--- src/rtl/method_test_sequencer_if.sv ---
// ----------------------------------------------------------------------------
// method_test_sequencer_if
// Request/busy/return handshake bundle between the test sequencer and the
// generated design's test-method ports. There is one channel per test method.
//
//   test_req    : one-hot method request from the sequencer
//   test_busy   : method busy from the generated design
//   test_return : method boolean return, valid once busy falls after a run
//
// Modports:
//   master - the sequencer side (drives test_req)
//   slave  - the generated-design side (drives test_busy / test_return)
// ----------------------------------------------------------------------------
interface method_test_sequencer_if #(
  parameter int NUM_TESTS = 4
);
  logic [NUM_TESTS-1:0] test_req;
  logic [NUM_TESTS-1:0] test_busy;
  logic [NUM_TESTS-1:0] test_return;

  modport master (
    output test_req,
    input  test_busy,
    input  test_return
  );

  modport slave (
    input  test_req,
    output test_busy,
    output test_return
  );
endinterface

--- src/rtl/method_test_sequencer.sv ---
// ----------------------------------------------------------------------------
// method_test_sequencer
// Runs up to NUM_TESTS generated test methods one after another through their
// req/busy/return handshake. A per-test cycle timeout is applied, and
// pass/fail/timeout results are collected into a single done/pass summary.
//
// Ports:
//   clk          : system clock
//   reset        : asynchronous, active-low reset
//   start        : starts a sequence; only sampled while idle
//   enable_mask  : tests to run, captured at start
//   tif          : handshake to the generated design (master side)
//   busy         : sequence in progress
//   done         : sequence complete, held until the next start
//   pass         : valid with done; all enabled tests returned 1, none timed out
//   fail_mask    : bit i set when test i returned 0
//   timeout_mask : bit i set when test i timed out
//   cur_test     : index of the test in progress
// ----------------------------------------------------------------------------
module method_test_sequencer #(
  parameter int NUM_TESTS    = 4,
  parameter int TIMEOUT_W    = 28,
  parameter int TIMEOUT      = 200000000,
  parameter int SETTLE       = 4,
  parameter bit STOP_ON_FAIL = 1'b0
) (
  input  logic                     clk,
  input  logic                     reset,
  input  logic                     start,
  input  logic [NUM_TESTS-1:0]     enable_mask,
  method_test_sequencer_if.master  tif,
  output logic                     busy,
  output logic                     done,
  output logic                     pass,
  output logic [NUM_TESTS-1:0]     fail_mask,
  output logic [NUM_TESTS-1:0]     timeout_mask,
  output logic [3:0]               cur_test
);

  localparam logic [2:0] S_IDLE      = 3'd0;
  localparam logic [2:0] S_SCAN      = 3'd1;
  localparam logic [2:0] S_ISSUE     = 3'd2;
  localparam logic [2:0] S_WAIT_ACK  = 3'd3;
  localparam logic [2:0] S_WAIT_DONE = 3'd4;
  localparam logic [2:0] S_SETTLE    = 3'd5;
  localparam logic [2:0] S_FINISH    = 3'd6;

  localparam int IDX_W    = (NUM_TESTS > 1) ? $clog2(NUM_TESTS) : 1;
  localparam int SETTLE_W = (SETTLE > 1) ? $clog2(SETTLE) : 1;

  localparam logic [IDX_W-1:0]     IDX_LAST    = IDX_W'(NUM_TESTS - 1);
  // The settle state always lasts at least one cycle, so SETTLE=0 and
  // SETTLE=1 behave the same.
  localparam logic [SETTLE_W-1:0]  SETTLE_LAST = (SETTLE > 0) ? SETTLE_W'(SETTLE - 1) : '0;
  // A test times out in the wait cycle whose increment would bring the
  // counter to TIMEOUT, so exactly TIMEOUT wait cycles are allowed.
  localparam logic [TIMEOUT_W-1:0] TMO_LAST    = TIMEOUT_W'(TIMEOUT - 1);
  localparam logic [TIMEOUT_W-1:0] TMO_MAX     = TIMEOUT_W'(TIMEOUT);

  logic [2:0]           state;
  logic [NUM_TESTS-1:0] en_q;
  logic [TIMEOUT_W-1:0] tmo_cnt;
  logic [SETTLE_W-1:0]  settle_cnt;

  logic [IDX_W-1:0]     idx;
  logic [NUM_TESTS-1:0] cur_onehot;
  logic                 cur_en;
  logic                 cur_busy;
  logic                 cur_ret;
  logic                 last_idx;
  logic                 any_bad;

  assign idx        = cur_test[IDX_W-1:0];
  assign cur_onehot = NUM_TESTS'(1) << idx;
  assign cur_en     = en_q[idx];
  assign cur_busy   = tif.test_busy[idx];
  assign cur_ret    = tif.test_return[idx];
  assign last_idx   = (idx == IDX_LAST);
  assign any_bad    = |(fail_mask | timeout_mask);

  // NOTE: test_req is decoded straight from the state register with a full
  // ternary (no incomplete if), so no latch is possible and it drops the
  // instant reset clears the state, without waiting for a clock edge.
  assign tif.test_req = ((state == S_ISSUE) || (state == S_WAIT_ACK)) ? cur_onehot : '0;

  // NOTE: every register, including the counters and the captured mask, is
  // cleared by the asynchronous reset; there is no memory array here, so
  // nothing is left to power up unknown.
  always_ff @(posedge clk or negedge reset) begin
    if (!reset) begin
      state        <= S_IDLE;
      en_q         <= '0;
      tmo_cnt      <= '0;
      settle_cnt   <= '0;
      busy         <= 1'b0;
      done         <= 1'b0;
      pass         <= 1'b0;
      fail_mask    <= '0;
      timeout_mask <= '0;
      cur_test     <= '0;
    end else begin
      // NOTE: state is updated with non-blocking assignments only, so each
      // branch below reads the values from before this clock edge.
      case (state)
        S_IDLE: begin
          if (start) begin
            en_q         <= enable_mask;
            fail_mask    <= '0;
            timeout_mask <= '0;
            done         <= 1'b0;
            pass         <= 1'b0;
            busy         <= 1'b1;
            cur_test     <= '0;
            state        <= S_SCAN;
          end
        end

        S_SCAN: begin
          if (cur_en) begin
            state <= S_ISSUE;
          end else if (last_idx) begin
            state <= S_FINISH;
          end else begin
            cur_test <= cur_test + 4'd1;
          end
        end

        S_ISSUE: begin
          tmo_cnt <= '0;
          state   <= S_WAIT_ACK;
        end

        S_WAIT_ACK, S_WAIT_DONE: begin
          if (tmo_cnt != TMO_MAX) begin
            tmo_cnt <= tmo_cnt + 1'b1;
          end
          // Completion is checked before the timeout, so a busy fall in
          // the last allowed cycle still counts as a real result.
          if ((state == S_WAIT_DONE) && !cur_busy) begin
            if (!cur_ret) begin
              fail_mask[idx] <= 1'b1;
            end
            settle_cnt <= '0;
            state      <= S_SETTLE;
          end else if (tmo_cnt == TMO_LAST) begin
            timeout_mask[idx] <= 1'b1;
            settle_cnt        <= '0;
            state             <= S_SETTLE;
          end else if ((state == S_WAIT_ACK) && cur_busy) begin
            state <= S_WAIT_DONE;
          end
        end

        S_SETTLE: begin
          if (settle_cnt == SETTLE_LAST) begin
            if ((STOP_ON_FAIL && any_bad) || last_idx) begin
              state <= S_FINISH;
            end else begin
              cur_test <= cur_test + 4'd1;
              state    <= S_SCAN;
            end
          end else begin
            settle_cnt <= settle_cnt + 1'b1;
          end
        end

        S_FINISH: begin
          done  <= 1'b1;
          busy  <= 1'b0;
          pass  <= ~any_bad;
          state <= S_IDLE;
        end

        default: begin
          state <= S_IDLE;
        end
      endcase
    end
  end

endmodule
--- src/flat_wrapper.sv ---
// flat-port wrapper written by rule: the top's interface ports become plain ports
module method_test_sequencer_flat 
#(
  parameter int NUM_TESTS    = 4,
  parameter int TIMEOUT_W    = 28,
  parameter int TIMEOUT      = 200000000,
  parameter int SETTLE       = 4,
  parameter bit STOP_ON_FAIL = 1'b0
)
  (clk, reset, start, enable_mask, busy, done, pass, fail_mask, timeout_mask, cur_test, tif_test_req, tif_test_busy, tif_test_return);
  method_test_sequencer_if #(.NUM_TESTS(NUM_TESTS)) tif_i ();
  input  logic clk;
  input  logic reset;
  input  logic start;
  input  logic [NUM_TESTS-1:0] enable_mask;
  output logic busy;
  output logic done;
  output logic pass;
  output logic [NUM_TESTS-1:0] fail_mask;
  output logic [NUM_TESTS-1:0] timeout_mask;
  output logic [3:0] cur_test;
  output wire logic [$bits(tif_i.test_req)-1:0] tif_test_req;
  input wire logic [$bits(tif_i.test_busy)-1:0] tif_test_busy;
  input wire logic [$bits(tif_i.test_return)-1:0] tif_test_return;
  assign tif_test_req = tif_i.test_req;
  assign tif_i.test_busy = tif_test_busy;
  assign tif_i.test_return = tif_test_return;
  method_test_sequencer #(.NUM_TESTS(NUM_TESTS), .TIMEOUT_W(TIMEOUT_W), .TIMEOUT(TIMEOUT), .SETTLE(SETTLE), .STOP_ON_FAIL(STOP_ON_FAIL)) u_core (.clk(clk), .reset(reset), .start(start), .enable_mask(enable_mask), .tif(tif_i), .busy(busy), .done(done), .pass(pass), .fail_mask(fail_mask), .timeout_mask(timeout_mask), .cur_test(cur_test));
endmodule
--- config.mk ---
export PLATFORM = sky130hd
export DESIGN_NAME = method_test_sequencer_flat
export DESIGN_NICKNAME = d
export VERILOG_FILES = /design/src/rtl/method_test_sequencer_if.sv /design/src/rtl/method_test_sequencer.sv /design/src/flat_wrapper.sv
export SDC_FILE = /design/constraint.sdc
export NUM_CORES = 1
export LEC_CHECK = 0
export ABC_AREA = 1
export CAP_MARGIN = 20
export CORE_UTILIZATION = 30
export CTS_CLUSTER_DIAMETER = 200
export DETAILED_ROUTE_END_ITERATION = 6
export PLACE_DENSITY = 0.43
export SYNTH_ARGS = -nofsm -noshare
export SYNTH_HDL_FRONTEND = slang
export SYNTH_SLANG_ARGS = --single-unit
--- constraint.sdc ---
create_clock -name clk -period 2.2 [get_ports clk]
set_input_delay 0.44 -clock clk [delete_from_list [all_inputs] [get_ports clk]]
set_output_delay 0.44 -clock clk [all_outputs]
set_load 0.03 [all_outputs]
==> impl_metrics.json <==
{
  "yosysWarnings": 0,
  "final_util_pct": 36.7,
  "arrival_ns": 1.66,
  "dieArea_um2": 12100,
  "synth_mux_area_share_pct": 0,
  "drcViolationCount": 0,
  "ys_seq_area_share_pct": 37.1,
  "cpPeakStageDelay_ns": 0.67,
  "layout_commonest_cell": "nand2_1",
  "crit_end": "cur_test[0]",
  "viasPerCell": 4.65,
  "reg2reg_from": "u_core.tmo_cnt[0]",
  "rsz0062_at_grt": "no",
  "slew_headroom_pct": 65.5,
  "grt_max_degree": 23,
  "dp_slack_ns": 0.130,
  "track_usage_pct": 18.5,
  "syn_area_um2": 3510,
  "antenna_found_initial": 0,
  "status": "finished, final reports clean",
  "worst_slew_pin_slew_ns": 0.518,
  "cp-start-kind": "register",
  "critPathSlowestCell": "clkdlybuf4s50_1",
  "crit_family": "buffers and inverters",
  "fillers": 1236,
  "period_needed_ns": 2.10,
  "cts-root-buf": "clkbuf_16",
  "worstPathCellList": "buf_4 -> clkdlybuf4s50_1",
  "vias": 3289,
  "h-tree-depth": 2,
  "reg2reg_depth": 9,
  "fin_area_um2": 4190,
  "synth_compound_area_share_pct": 5.96,
  "drt_iter0_drc": 173,
  "final_hold_viol_count": 0,
  "rrSetupSlack_ns": 0.29,
  "dieWidth_um": 110,
  "synth_nets": 543,
  "post_drt_wl_per_cell_um": 14.3,
  "cellLeakagePower_nw": 1.88,
  "peakVddDrop_mv": 0.590,
  "first_global_vias": 3231,
  "fin_worst_skew_ns": 0.00791,
  "startpoint": "u_core.cur_test[0]",
  "synth_top_family_by_area": "simple AND/OR/NAND/NOR gates",
  "critical_path_cell_count": 2,
  "io_pins": 34,
  "fp.dieH_um": 110,
  "grt_pass1_wl_um": 16700,
  "synthToLayoutAreaGrowth_pct": 19.5,
  "regArea_um2": 1300,
  "routed_wl_um": 10100,
  "yosysUniqueCellTypes": 32,
  "synthAdderAreaFrac_pct": 2.50,
  "power_density_nw_per_um2": 1000,
  "dpl.hpwl_um": 7760,
  "max_freq_mhz": 477,
  "multi_input_area_um2": 1940,
  "critical_path_buf_inv_count": 2,
  "setup_viol": 0,
  "core_um2": 11400,
  "endpoint_kind": "output port",
  "cts_tree": "done",
  "netlist_instances": 521,
  "overflow": 0,
  "rows": 39,
  "postSynthAreaPerCell_um2": 6.73,
  "dpl-instance-area_um2": 4030,
  "ys_ff_latch": 52,
  "setup_ws_ns": 0.102,
  "cts_buffer_depth": 2,
  "tns_ns": 0,
  "cts_num_sinks": 52,
  "drt-pass1-iter-count": 4,
  "drive_gt1_share_pct": 10.3,
  "final_nets": 586,
  "synth_enable_flop_cells": 0,
  "place_congestion": 0.859,
  "synthSimpleGateAreaFrac_pct": 44.7,
  "ctsHoldBuffers": 0,
  "cp_max_fo": 7,
  "diodes": 0,
  "initial_core_util_pct": 30.7,
  "timing.rr.end": "u_core.tmo_cnt[12]",
  "holdWs_ns": 0.0976,
  "hold_class": "input pin to async pin",
  "most-common-layout-cells": "nand2_1, nor2_1, nand3_1, dfrtp_1, inv_1",
  "synthXorXnorAreaFrac_pct": 2.00,
  "cts_made_buffers": 5,
  "crit_type": "register to output port",
  "clk_latency_ns": 0.31,
  "worstPathRequired_ns": 1.76,
  "clk_pin_slew_ns": 0.07,
  "drv_slew": 0,
  "portBuffers": 33,
  "final.period_utilization_pct": 95.4,
  "async_flop_share_pct": 100,
  "maxCapViolCount": 0,
  "synth_ff_type": "dfrtp_1",
  "final_antenna_net_count": 0
}
[timing repair]
| action | 4_1_cts | 5_1_grt |
|---|---|---|
| endpoints found under the hold margin | 0 | 0 |
| setup endpoints to repair | 3 | 3 |
| gates resized for setup | 3 | 4 |
| buffers inserted | 0 | 0 |
[cells by family (layout without fill, tap and decap cells)]
kind of cell / count (synthesis) / in the layout
AND/OR/NAND/NOR: 360 / 360
buffers and inverters: 58 / 102
flip-flops: 52 / 52
AO/OA/AOI/OAI: 36 / 36
XOR/XNOR: 8 / 8
adder cells (fa/ha/maj): 7 / 7
[cell type report]
cell class                      count  area share (%)
Tap cell                          143            4.27
Timing Repair Buffer               46            10.2
Inverter                           48            4.42
Clock buffer                        6            3.07
Clock inverter                      2           0.836
Sequential cell                    52            31.0
Multi-Input combinational cell    411            46.2
[how the worst min path moves through the flow]
stage,cells after the start,to,startpoint
6_report,1,u_core.fail_mask[0],reset
5_1_grt,1,u_core.fail_mask[0],reset
4_1_cts,1,u_core.fail_mask[0],reset
3_5_place_dp,1,u_core.fail_mask[0],reset
3_3_place_gp,1,u_core.fail_mask[0],reset
2_1_floorplan,0,u_core.busy,reset
[worst register-to-register path, delay by kind of cell, from the launching register on]
kind            cells  cell delay (ns)
simple gates        5             0.64
buf+inv             2             0.46
flops               1             0.44
fa+ha+maj           1             0.21
compound gates      1             0.09
[metrics by stage]
stage,power (mW),std cells
2_1_floorplan,2.73,521
3_3_place_gp,3.33,700
3_5_place_dp,3.33,700
4_1_cts,4.27,708
5_1_grt,4.56,708
6_report,4.20,708
[flip-flops by register name (all words and copies together), names as in the netlist]
name and count:
u_core.busy 1, u_core.done 1, u_core.en_q 4, u_core.tmo_cnt 28
u_core.fail_mask 4, u_core.timeout_mask 4, u_core.cur_test 4, u_core.pass 1
u_core.state 3, u_core.settle_cnt 2
[power by group]
part,internal (mW),switching [mW]
Combinational,0.637,1.35
Sequential,1.12,0.167
Clock,0.537,0.383
[per-layer routing]
metal	up-vias	global-route usage, %	share of wire, %
li1	1734	-	-
met1	1517	26.9	54
met4	0	6.11	1.7
met2	26	27.7	43
met5	-	0	0
met3	12	3.17	1.8
[cells in the mapped netlist (2+ instances only)]
cell type	count	area share (%)
nor2_4	3	0.96
nand2_1	185	20
xnor2_1	4	1.0
nand3_2	3	0.86
o21ai_2	7	1.7
nand3_1	73	10
ha_1	7	2.5
nor2_1	74	7.9
o21ai_0	18	2.6
xor2_1	4	1.0
or2_2	3	0.54
dfrtp_1	52	37
nand4_1	2	0.36
nand2_4	2	0.64
nor2_2	4	0.71
inv_4	2	0.36
o21ai_1	5	0.71
buf_6	6	1.9
clkbuf_1	2	0.21
inv_2	3	0.32
inv_1	43	4.6
a21oi_1	5	0.71
nand2_2	5	0.89
No activity file was read; power rests on OpenSTA's default activity.
